[config.mk]
export PLATFORM = sky130hd
export DESIGN_NAME = sensors_aggregator
export DESIGN_NICKNAME = d
export VERILOG_FILES = /design/src/rtl/sensors_pkg.sv /design/src/rtl/sensors_div_serial.sv /design/src/rtl/sensors_aggregator.sv
export SDC_FILE = /design/constraint.sdc
export NUM_CORES = 1
export LEC_CHECK = 0
export CORE_MARGIN = 4
export CORE_UTILIZATION = 40
export DETAILED_ROUTE_END_ITERATION = 8
export GPL_ROUTABILITY_DRIVEN = 0
export HOLD_SLACK_MARGIN = 0.12
export PLACE_DENSITY = 0.72
export RECOVER_POWER = 100
export SETUP_SLACK_MARGIN = 0.3
export SLEW_MARGIN = 25
export SYNTH_ARGS = -nofsm -noshare
export SYNTH_HDL_FRONTEND = slang
export SYNTH_SLANG_ARGS = --single-unit
[constraint.sdc]
create_clock -name clk_i -period 2.3 [get_ports clk_i]
set_input_delay 0.23 -clock clk_i [delete_from_list [all_inputs] [get_ports clk_i]]
set_output_delay 0.23 -clock clk_i [all_outputs]
set_load 0.01 [all_outputs]
[src/rtl/sensors_pkg.sv]
// Shared definitions for the sensor aggregator slice.
//   agg_state_e : aggregator FSM state encoding
//   reading_t   : one sensor reading at the default reading width
//   sum_width   : width of the running sum for a channel count / reading width
//   cnt_width   : width of the active-channel count
//   idx_width   : width of the scan index
package sensors_pkg;

    typedef enum logic [1:0] {
        ST_IDLE,
        ST_SCAN,
        ST_DIVIDE,
        ST_DONE
    } agg_state_e;

    localparam int unsigned READING_W = 8;
    typedef logic [READING_W-1:0] reading_t;

    // A single channel still needs one spare bit so the sum is always wider
    // than a reading and the divider quotient path stays uniform.
    function automatic int unsigned sum_width(input int unsigned nr, input int unsigned dw);
        return (nr <= 1) ? dw + 1 : dw + $clog2(nr);
    endfunction

    function automatic int unsigned cnt_width(input int unsigned nr);
        return $clog2(nr + 1);
    endfunction

    function automatic int unsigned idx_width(input int unsigned nr);
        return (nr <= 1) ? 1 : $clog2(nr);
    endfunction

endpackage

[src/rtl/sensors_div_serial.sv]
// Serial restoring divider, one quotient bit per cycle, MSB first.
// Ports:
//   clk, rst  : clock and synchronous active-high reset
//   start     : load dividend/divisor and begin (SUM_W steps follow)
//   dividend  : SUM_W-bit numerator
//   divisor   : CNT_W-bit non-zero denominator
//   done      : high during the cycle whose edge retires the last step
//   quotient  : low DATA_W bits of the result, valid while done is high
module sensors_div_serial #(
    parameter int unsigned SUM_W  = 11,
    parameter int unsigned CNT_W  = 3,
    parameter int unsigned DATA_W = 8
) (
    input  logic              clk,
    input  logic              rst,
    input  logic              start,
    input  logic [SUM_W-1:0]  dividend,
    input  logic [CNT_W-1:0]  divisor,
    output logic              done,
    output logic [DATA_W-1:0] quotient
);

    localparam int unsigned STEP_W = $clog2(SUM_W + 1);

    logic [SUM_W-1:0]  quo_q;
    logic [SUM_W-1:0]  quo_nx;
    logic [CNT_W-1:0]  rem_q;
    logic [CNT_W-1:0]  rem_nx;
    logic [CNT_W-1:0]  div_q;
    logic [STEP_W-1:0] step_q;
    logic [CNT_W:0]    partial;
    logic [CNT_W:0]    diff;
    logic              qbit;

    // quo_q starts as the dividend and is shifted left; quotient bits fill in
    // from the bottom as dividend bits leave from the top.
    always_comb begin
        partial = {rem_q, quo_q[SUM_W-1]};
        diff    = partial - {1'b0, div_q};
        qbit    = (partial >= {1'b0, div_q});
        rem_nx  = qbit ? diff[CNT_W-1:0] : partial[CNT_W-1:0];
        quo_nx  = {quo_q[SUM_W-2:0], qbit};
    end

    // The final quotient is presented from the step logic so the consumer can
    // capture it on the same edge that retires the last step.
    assign done     = (step_q == STEP_W'(1));
    assign quotient = quo_nx[DATA_W-1:0];

    always_ff @(posedge clk) begin
        if (rst) begin
            quo_q  <= '0;
            rem_q  <= '0;
            div_q  <= '0;
            step_q <= '0;
        end else if (start) begin
            quo_q  <= dividend;
            rem_q  <= '0;
            div_q  <= divisor;
            step_q <= STEP_W'(SUM_W);
        end else if (step_q != '0) begin
            quo_q  <= quo_nx;
            rem_q  <= rem_nx;
            step_q <= step_q - STEP_W'(1);
        end
    end

endmodule

[src/rtl/sensors_aggregator.sv]
// Sequential sensor aggregator: snapshots NR_SENSORS readings and enables on
// start, scans one channel per cycle for sum/count/min/max, then divides for
// the floor average. Results are held on a valid/ready handshake.
// Ports:
//   clk_i, rst_i          : clock and synchronous active-high reset
//   start_i               : capture request, honoured only when idle
//   sensors_data_i        : packed readings, channel k at [k*DATA_W +: DATA_W]
//   sensors_en_i          : per-channel enables
//   busy_o                : operation in flight or result awaiting acceptance
//   result_valid_o        : results valid, held until result_ready_i
//   result_ready_i        : consumer accepts results
//   temp_sum_o            : sum of enabled readings
//   nr_active_sensors_o   : number of enabled channels
//   temp_min_o/temp_max_o : min/max over enabled channels
//   temp_avg_o            : floor(sum / count)
//   none_active_o         : no channel enabled
module sensors_aggregator
    import sensors_pkg::*;
#(
    parameter int unsigned NR_SENSORS = 5,
    parameter int unsigned DATA_W     = 8,
    localparam int unsigned SUM_W     = sum_width(NR_SENSORS, DATA_W),
    localparam int unsigned CNT_W     = cnt_width(NR_SENSORS)
) (
    input  logic                         clk_i,
    input  logic                         rst_i,
    input  logic                         start_i,
    input  logic [NR_SENSORS*DATA_W-1:0] sensors_data_i,
    input  logic [NR_SENSORS-1:0]        sensors_en_i,
    output logic                         busy_o,
    output logic                         result_valid_o,
    input  logic                         result_ready_i,
    output logic [SUM_W-1:0]             temp_sum_o,
    output logic [CNT_W-1:0]             nr_active_sensors_o,
    output logic [DATA_W-1:0]            temp_min_o,
    output logic [DATA_W-1:0]            temp_max_o,
    output logic [DATA_W-1:0]            temp_avg_o,
    output logic                         none_active_o
);

    localparam int unsigned IDX_W = idx_width(NR_SENSORS);
    localparam logic [IDX_W-1:0] LAST_IDX = IDX_W'(NR_SENSORS - 1);

    agg_state_e                   state_q;
    logic [NR_SENSORS*DATA_W-1:0] data_q;
    logic [NR_SENSORS-1:0]        en_q;
    logic [IDX_W-1:0]             idx_q;
    logic [SUM_W-1:0]             sum_q;
    logic [CNT_W-1:0]             cnt_q;
    logic [DATA_W-1:0]            min_q;
    logic [DATA_W-1:0]            max_q;

    logic [DATA_W-1:0] chan;
    logic              chan_en;
    logic [SUM_W-1:0]  sum_nx;
    logic [CNT_W-1:0]  cnt_nx;
    logic [DATA_W-1:0] min_nx;
    logic [DATA_W-1:0] max_nx;
    logic              scan_last;
    logic              div_start;
    logic              div_done;
    logic [DATA_W-1:0] div_quotient;

    // The snapshot is shifted down each scan cycle, so the channel under
    // inspection is always the lowest slot rather than a variable slice.
    always_comb begin
        chan      = data_q[DATA_W-1:0];
        chan_en   = en_q[0];
        sum_nx    = sum_q;
        cnt_nx    = cnt_q;
        min_nx    = min_q;
        max_nx    = max_q;
        if (chan_en) begin
            sum_nx = sum_q + SUM_W'(chan);
            cnt_nx = cnt_q + CNT_W'(1);
            if (chan < min_q) min_nx = chan;
            if (chan > max_q) max_nx = chan;
        end
        scan_last = (state_q == ST_SCAN) && (idx_q == LAST_IDX);
        div_start = scan_last && (cnt_nx != '0);
    end

    sensors_div_serial #(
        .SUM_W  (SUM_W),
        .CNT_W  (CNT_W),
        .DATA_W (DATA_W)
    ) u_div (
        .clk      (clk_i),
        .rst      (rst_i),
        .start    (div_start),
        .dividend (sum_nx),
        .divisor  (cnt_nx),
        .done     (div_done),
        .quotient (div_quotient)
    );

    always_ff @(posedge clk_i) begin
        if (rst_i) begin
            state_q             <= ST_IDLE;
            data_q              <= '0;
            en_q                <= '0;
            idx_q               <= '0;
            sum_q               <= '0;
            cnt_q               <= '0;
            min_q               <= '0;
            max_q               <= '0;
            busy_o              <= 1'b0;
            result_valid_o      <= 1'b0;
            temp_sum_o          <= '0;
            nr_active_sensors_o <= '0;
            temp_min_o          <= '0;
            temp_max_o          <= '0;
            temp_avg_o          <= '0;
            none_active_o       <= 1'b0;
        end else begin
            case (state_q)
                ST_IDLE: begin
                    if (start_i) begin
                        data_q  <= sensors_data_i;
                        en_q    <= sensors_en_i;
                        idx_q   <= '0;
                        sum_q   <= '0;
                        cnt_q   <= '0;
                        min_q   <= '1;
                        max_q   <= '0;
                        busy_o  <= 1'b1;
                        state_q <= ST_SCAN;
                    end
                end
                ST_SCAN: begin
                    data_q <= data_q >> DATA_W;
                    en_q   <= en_q >> 1;
                    idx_q  <= idx_q + IDX_W'(1);
                    sum_q  <= sum_nx;
                    cnt_q  <= cnt_nx;
                    min_q  <= min_nx;
                    max_q  <= max_nx;
                    if (scan_last) begin
                        if (cnt_nx != '0) begin
                            state_q <= ST_DIVIDE;
                        end else begin
                            temp_sum_o          <= '0;
                            nr_active_sensors_o <= '0;
                            temp_min_o          <= '0;
                            temp_max_o          <= '0;
                            temp_avg_o          <= '0;
                            none_active_o       <= 1'b1;
                            result_valid_o      <= 1'b1;
                            state_q             <= ST_DONE;
                        end
                    end
                end
                ST_DIVIDE: begin
                    if (div_done) begin
                        temp_sum_o          <= sum_q;
                        nr_active_sensors_o <= cnt_q;
                        temp_min_o          <= min_q;
                        temp_max_o          <= max_q;
                        temp_avg_o          <= div_quotient;
                        none_active_o       <= 1'b0;
                        result_valid_o      <= 1'b1;
                        state_q             <= ST_DONE;
                    end
                end
                ST_DONE: begin
                    if (result_ready_i) begin
                        result_valid_o <= 1'b0;
                        busy_o         <= 1'b0;
                        state_q        <= ST_IDLE;
                    end
                end
                default: begin
                    state_q <= ST_IDLE;
                end
            endcase
        end
    end

endmodule

==> After elaboration in Yosys (flattened, before gate mapping) <==
Cells that the tools add are included.
{ "classes": {"addsub": 5, "multipliers": 0, "div_mod_pow": 0, "n_lt_le_gt_ge": 3, "eq_ne": 13, "shift": 0, "n_mux": 55, "n_bitwise": 0, "n_reduce_logical": 18} }
{ "ops": {"columns": ["cell", "count"], "rows": [
  ["$mux 8", 11],
  ["$pmux 40 s2", 1],
  ["$pmux 8 s2", 5],
  ["$mux 11", 7],
  ["$pmux 11 s2", 2],
  ["$mux 40", 1],
  ["$mux 3", 6],
  ["$pmux 3 s2", 3],
  ["$ne 2x2->1 const B", 8],
  ["$reduce_and 4->1", 4],
  ["$add 11x8->11", 1],
  ["$pmux 5 s2", 1],
  ["$gt 8x8->1", 1],
  ["$lt 8x8->1", 1],
  ["$mux 2", 4],
  ["$mux 4", 2],
  ["$pmux 2 s4", 1],
  ["$reduce_bool 2->1", 4],
  ["$mux 1", 7],
  ["$add 3x1->3 const B", 2],
  ["$reduce_bool 3->1", 2],
  ["$mux 5", 1],
  ["$reduce_and 5->1", 1],
  ["$eq 2x2->1 const B", 2],
  ["other kinds (14)", 16]
]} }
{ "word_totals": {"regBits": 142, "latchBits": 0, "ram_bits": 0, "rom_bits": 0, "in_bits": 49, "out_inout_bits": 41, "wordCells": 115, "memories": 0} }

==> Logic depth before layout (Yosys ltp) <==
{ "depth": {"ltp_word": 6, "depth_mapped": 10, "ltp_nobuf": 8} }

==> Modules after synthesis <==
Synthesis repeated with hierarchy kept, for this count alone.
{ "unflattened": {"cells_unflattened": 805, "area_unflattened_um2": 6747.7} }
{ "modules_own_cells": {"columns": ["mod", "instances", "cells_per_inst", "area_per_inst_um2", "seq_area_each_um2"], "rows": [
  ["sensors_aggregator", 1, 671, 5626.6, 2422.3],
  ["sensors_div_serial", 1, 134, 1121.1, 420.4]
]} }

==> Worst setup path after synthesis <==
OpenSTA, ideal clock, no wires.
{ "synth_timing": {"kind": "register to register", "start": "register state_q[0]", "end": "register min_q[0]", "setup_ns": 0.139, "t_arrival_ns": 1.934, "t_required_ns": 2.161, "path_slack_ns": 0.227, "path_stages_with_launch": 10, "path_buffers": 2, "synth_period_minus_slack_ns": 2.073, "cell_sequence": "dfxtp_1 inv_1 ha_1 clkbuf_2 mux2_2 nand2_1 a211oi_2 and2_1 buf_2 a311oi_1"} }
{ "synth_between": {"elab_chain_len": 3, "word_cells_on_any_way": 8, "cone_classes": "4 x eq/ne; 1 x mux; 3 x reduce/logical"} }
{ "synth_lines": {"columns": ["element", "line", "source"], "rows": [
  ["start: declaration", "sensors_aggregator.sv:44", "agg_state_e state_q;"],
  ["start signal: assignment", "sensors_aggregator.sv:99", "state_q <= ST_IDLE;"],
  ["start signal: assignment", "sensors_aggregator.sv:127", "state_q <= ST_SCAN;"],
  ["start signal: assignment", "sensors_aggregator.sv:140", "state_q <= ST_DIVIDE;"],
  ["$eq 2x1->1 or $logic_not 2->1 (tied branches)", "sensors_aggregator.sv:116", "case (state_q)"],
  ["$ne 2x2->1 (no source line) or $reduce_bool 2->1 (tied branches)", null, null],
  ["$reduce_and 4->1 (no source line)", null, null],
  ["end signal: assignment", "sensors_aggregator.sv:136", "min_q <= min_nx;"],
  ["end: declaration", "sensors_aggregator.sv:50", "logic [DATA_W-1:0] min_q;"]
]} }
Several ways; a longest one is shown, not always the timed one.
A chain may end at the register's enable or synchronous reset.

==> Final worst setup path <==
{ "layout_timing": {"start": "register u_div.step_q[1]", "end": "register temp_avg_o[5]"} }
{ "layout_between": {"elab_chain_len": 3} }
{ "layout_lines": {"columns": ["element", "line", "source"], "rows": [
  ["start: declaration", "sensors_div_serial.sv:30", "logic [STEP_W-1:0] step_q;"],
  ["start signal: assignment", "sensors_div_serial.sv:60", "step_q <= STEP_W'(SUM_W);"],
  ["start signal: assignment", "sensors_div_serial.sv:64", "step_q <= step_q - STEP_W'(1);"],
  ["$eq 4x1->1", "sensors_div_serial.sv:47", "assign done = (step_q == STEP_W'(1));"],
  ["$ne 2x2->1 (no source line)", null, null],
  ["$reduce_and 4->1 (no source line)", null, null],
  ["end signal: assignment", "sensors_aggregator.sv:159", "temp_avg_o <= div_quotient;"],
  ["end: declaration", "sensors_aggregator.sv:37", "output logic [DATA_W-1:0] temp_avg_o,"]
]} }
Every way passes these cells.

==> out/qor.json <==
{
  "result_of_the_run": "complete, no violations",
  "fin_crit_ns": 2.15,
  "switching_power_uw": 3400,
  "initial_antenna_violation_count": 0,
  "synth.most_common_cell": "sky130_fd_sc_hd__dfxtp_1",
  "fin_crit_sh": 0.934,
  "total_number_of_vias": 5996,
  "top_cells_by_count_synth": "sky130_fd_sc_hd__dfxtp_1 (142), sky130_fd_sc_hd__nor2_1 (80), sky130_fd_sc_hd__nand2_1 (61)",
  "timing.critical_path.required_ns": 2.67,
  "floorplan.die_area_sq_um": 18700,
  "synth_top_flop_cell": "sky130_fd_sc_hd__dfxtp_1",
  "crit_path_start": "u_div.step_q[1]",
  "yosysTopAreaCell": "sky130_fd_sc_hd__dfxtp_1",
  "async_reset_ff_frac": 0,
  "routed_wirelength_mm": 18.4,
  "synth-seq-area-share": 0.428,
  "timing.critical_path.fanout_max": 9,
  "die_y_microns": 137,
  "row_count": 46,
  "max_capacitance_violation_total": 0,
  "worst-slew-pin-transition_ns": 0.507,
  "timing.max_slew.rel_slack": 0.659,
  "final_hold_vios": 0,
  "pin_count": 90,
  "clock_tree.root_cell": "sky130_fd_sc_hd__clkbuf_16",
  "yosys_reg_bits": 142,
  "synthDominantCellAreaShare": 0.428,
  "power.density_cell_area_nw_per_um2": 1120,
  "port-buffer-count": 89,
  "placeableCoreArea_sq_um": 16100,
  "tritoncts": "built",
  "fin_setup_tns_ns": 0,
  "cts.clk_slew.worst_paths_ns": 0.06,
  "antennaDiodeCount": 0,
  "timing.setup.critical_path_class": "flip-flop to flip-flop",
  "grt_pass1_vias": 5439,
  "floorplan.initialDensity": 0.413,
  "power.switching_fraction": 0.340,
  "worstPathArrival_ns": 2.52,
  "min_from": "rst_i",
  "postSynthNetCount": 819,
  "ir_worst_vdd_mv": 0.759,
  "combined_global_route_utilization_of_all_metal_layers": 0.189,
  "routedWlPerCell_microns": 17.3,
  "fp.dieW_microns": 137,
  "grt_overflow": 0,
  "reg2reg_from": "u_div.step_q[1]",
  "place.detailed.instances": 1019,
  "violation_count_after_the_first_detailed_routing_iteration": 611,
  "worstSkewPairLatency_ns": 0.42,
  "cts.path.max_buffers": 2,
  "cts_num_sinks": 142,
  "clock_power_share": 0.337,
  "final_cells": 1066,
  "pwr-share-seq": 0.322,
  "mean_instance_size_in_the_synthesized_netlist_sq_um": 9.03,
  "synth.distinct_cells": 58,
  "finalClockSkew_ns": 0.00510,
  "drc_errors": 0,
  "h-tree-depth": 4,
  "netlist_top_cells_area": "sky130_fd_sc_hd__dfxtp_1 (43%), sky130_fd_sc_hd__ha_1 (6.2%), sky130_fd_sc_hd__a22o_1 (5.0%)",
  "dp.final_hpwl_mm": 11.8,
  "post_route_cells_drive_above_1_share": 0.145,
  "post_cts_hold_buffer_count": 0,
  "p_int_uw": 6600,
  "slew_viol_final": 0,
  "postRouteAntennaNets": 0,
  "vias_per_cell": 5.62,
  "ys_warn_count": 0,
  "synth.cell_area_sq_um": 6640,
  "timing.hold.worst.class": "input port to flip-flop",
  "hold_slack_ns": 0.231,
  "timing.critical_path.from_type": "flip-flop",
  "layout_setup_ws_ns": 0.152,
  "endpoint_kind": "flip-flop",
  "synthesis.instances": 735,
  "dp_worst_setup_slack_ns": 0.151,
  "max_freq_ghz": 0.466,
  "grt_first_pass_wirelength_mm": 27.8,
  "timing.final.setup_violations": 0,
  "cellLeakagePower_uw": 0.00351,
  "post_synth_edffs": 0,
  "maximum_number_of_pins_on_one_net_before_global_route_repair": 44,
  "combPwrFrac": 0.341,
  "finish.net_count": 921,
  "drt_first_pass_iters": 5,
  "cts_made_buffers": 17,
  "grt_setup_unrepaired": "true",
  "area_delta_synth_final_pct": 34.2
}
## final cells by class
cell class / instances / area, sq um
fillers: 1359 / 7150
multi-input cells: 506 / 3590
flip-flops and latches: 142 / 2860
repair buffers: 135 / 1320
clock buffers: 18 / 439
clock inverters: 14 / 287
well taps: 216 / 270
inverters: 35 / 131
## sequential cells by signal, indices dropped and copies added (netlist names), 4 cells and up
register	cells
sum_q	11
u_div.step_q	4
max_q	8
min_q	8
temp_max_o	8
u_div.quo_q	11
temp_avg_o	8
temp_sum_o	11
en_q	5
temp_min_o	8
data_q	40
## critical path, stage by stage, from the launching register on
cell and delay [ns]:
sky130_fd_sc_hd__dfxtp_4 0.34, sky130_fd_sc_hd__or4b_1 0.65, sky130_fd_sc_hd__nor3b_4 0.32, sky130_fd_sc_hd__a21o_1 0.15, sky130_fd_sc_hd__and2b_4 0.29, sky130_fd_sc_hd__clkbuf_16 0.21
sky130_fd_sc_hd__a22o_1 0.13
## metal layers
metal,track usage,up-vias,share of wire
li1,-,2882,-
met1,0.244,2825,0.42
met2,0.296,245,0.46
met3,0.0610,44,0.087
met4,0.0693,0,0.026
met5,0,-,0
## logic make-up after synthesis
logic type | after synthesis | share of synthesized area
DFF | 142 | 0.428
xor gates and xnor gates | 14 | 0.0185
adders and majority gates | 35 | 0.0683
and+or+nand+nor | 221 | 0.155
AOI/OAI and AO/OA | 208 | 0.227
buffers and inverters | 87 | 0.0600
muxes | 28 | 0.0428
## what timing repair did
item	4_1_cts	5_1_grt
pin swaps	4	21
gates cloned	1	5
gates resized for setup	22	52
buffers inserted	1	8
setup endpoints to repair	82	116
## metrics by stage
| step | power [uW] | util | area (sq um) |
|---|---|---|---|
| 4_1_cts | 9780 | 0.537 | 8620 |
| 3_5_place_dp | 6340 | 0.486 | 7800 |
| 6_report | 10000 | 0.555 | 8900 |
| 3_3_place_gp | 6300 | 0.486 | 7800 |
| 5_1_grt | 10500 | 0.555 | 8900 |
| 2_1_floorplan | 5370 | - | 6640 |
## cell usage in the layout (no fill, tap or decap), types with 5 or more instances in the layout
master / n
sky130_fd_sc_hd__o31ai_1: 5
sky130_fd_sc_hd__o211ai_1: 9
sky130_fd_sc_hd__buf_4: 25
sky130_fd_sc_hd__buf_6: 5
sky130_fd_sc_hd__clkdlybuf4s50_1: 47
sky130_fd_sc_hd__nor2_1: 76
sky130_fd_sc_hd__a311oi_1: 10
sky130_fd_sc_hd__a211oi_1: 30
sky130_fd_sc_hd__dfxtp_1: 132
sky130_fd_sc_hd__clkbuf_1: 7
sky130_fd_sc_hd__a21oi_1: 25
sky130_fd_sc_hd__nand3_1: 9
sky130_fd_sc_hd__o22ai_1: 29
sky130_fd_sc_hd__clkbuf_16: 20
sky130_fd_sc_hd__a22oi_1: 14
sky130_fd_sc_hd__xor2_1: 7
sky130_fd_sc_hd__nand2_1: 60
sky130_fd_sc_hd__bufinv_16: 8
sky130_fd_sc_hd__o21ai_0: 14
sky130_fd_sc_hd__dlygate4sd3_1: 41
sky130_fd_sc_hd__a211oi_2: 5
sky130_fd_sc_hd__nand4_1: 5
sky130_fd_sc_hd__dfxtp_2: 8
sky130_fd_sc_hd__ha_4: 5
sky130_fd_sc_hd__xnor2_1: 7
sky130_fd_sc_hd__ha_1: 26
sky130_fd_sc_hd__nor3_1: 30
sky130_fd_sc_hd__nor2b_1: 6
sky130_fd_sc_hd__a22o_1: 38
sky130_fd_sc_hd__mux2i_1: 25
sky130_fd_sc_hd__inv_1: 34
## power groups by stage
stage,combinational [uW],clock [uW],sequential (uW)
floorplan,2210,0,3160
global placement,3060,0,3240
detailed placement,3090,0,3250
CTS,3170,3410,3210
global route,3770,3500,3270
finish,3410,3370,3220
## worst paths after layout
path / to / slack (ns) / cells after the start
min reg2reg: temp_sum_o[10] / 0.47 / 1
min: idx_q[0] / 0.23 / 2
max: temp_avg_o[5] / 0.15 / 6
max reg2reg: temp_avg_o[5] / 0.15 / 6
Note: power is estimated with default switching activity, not from simulation.
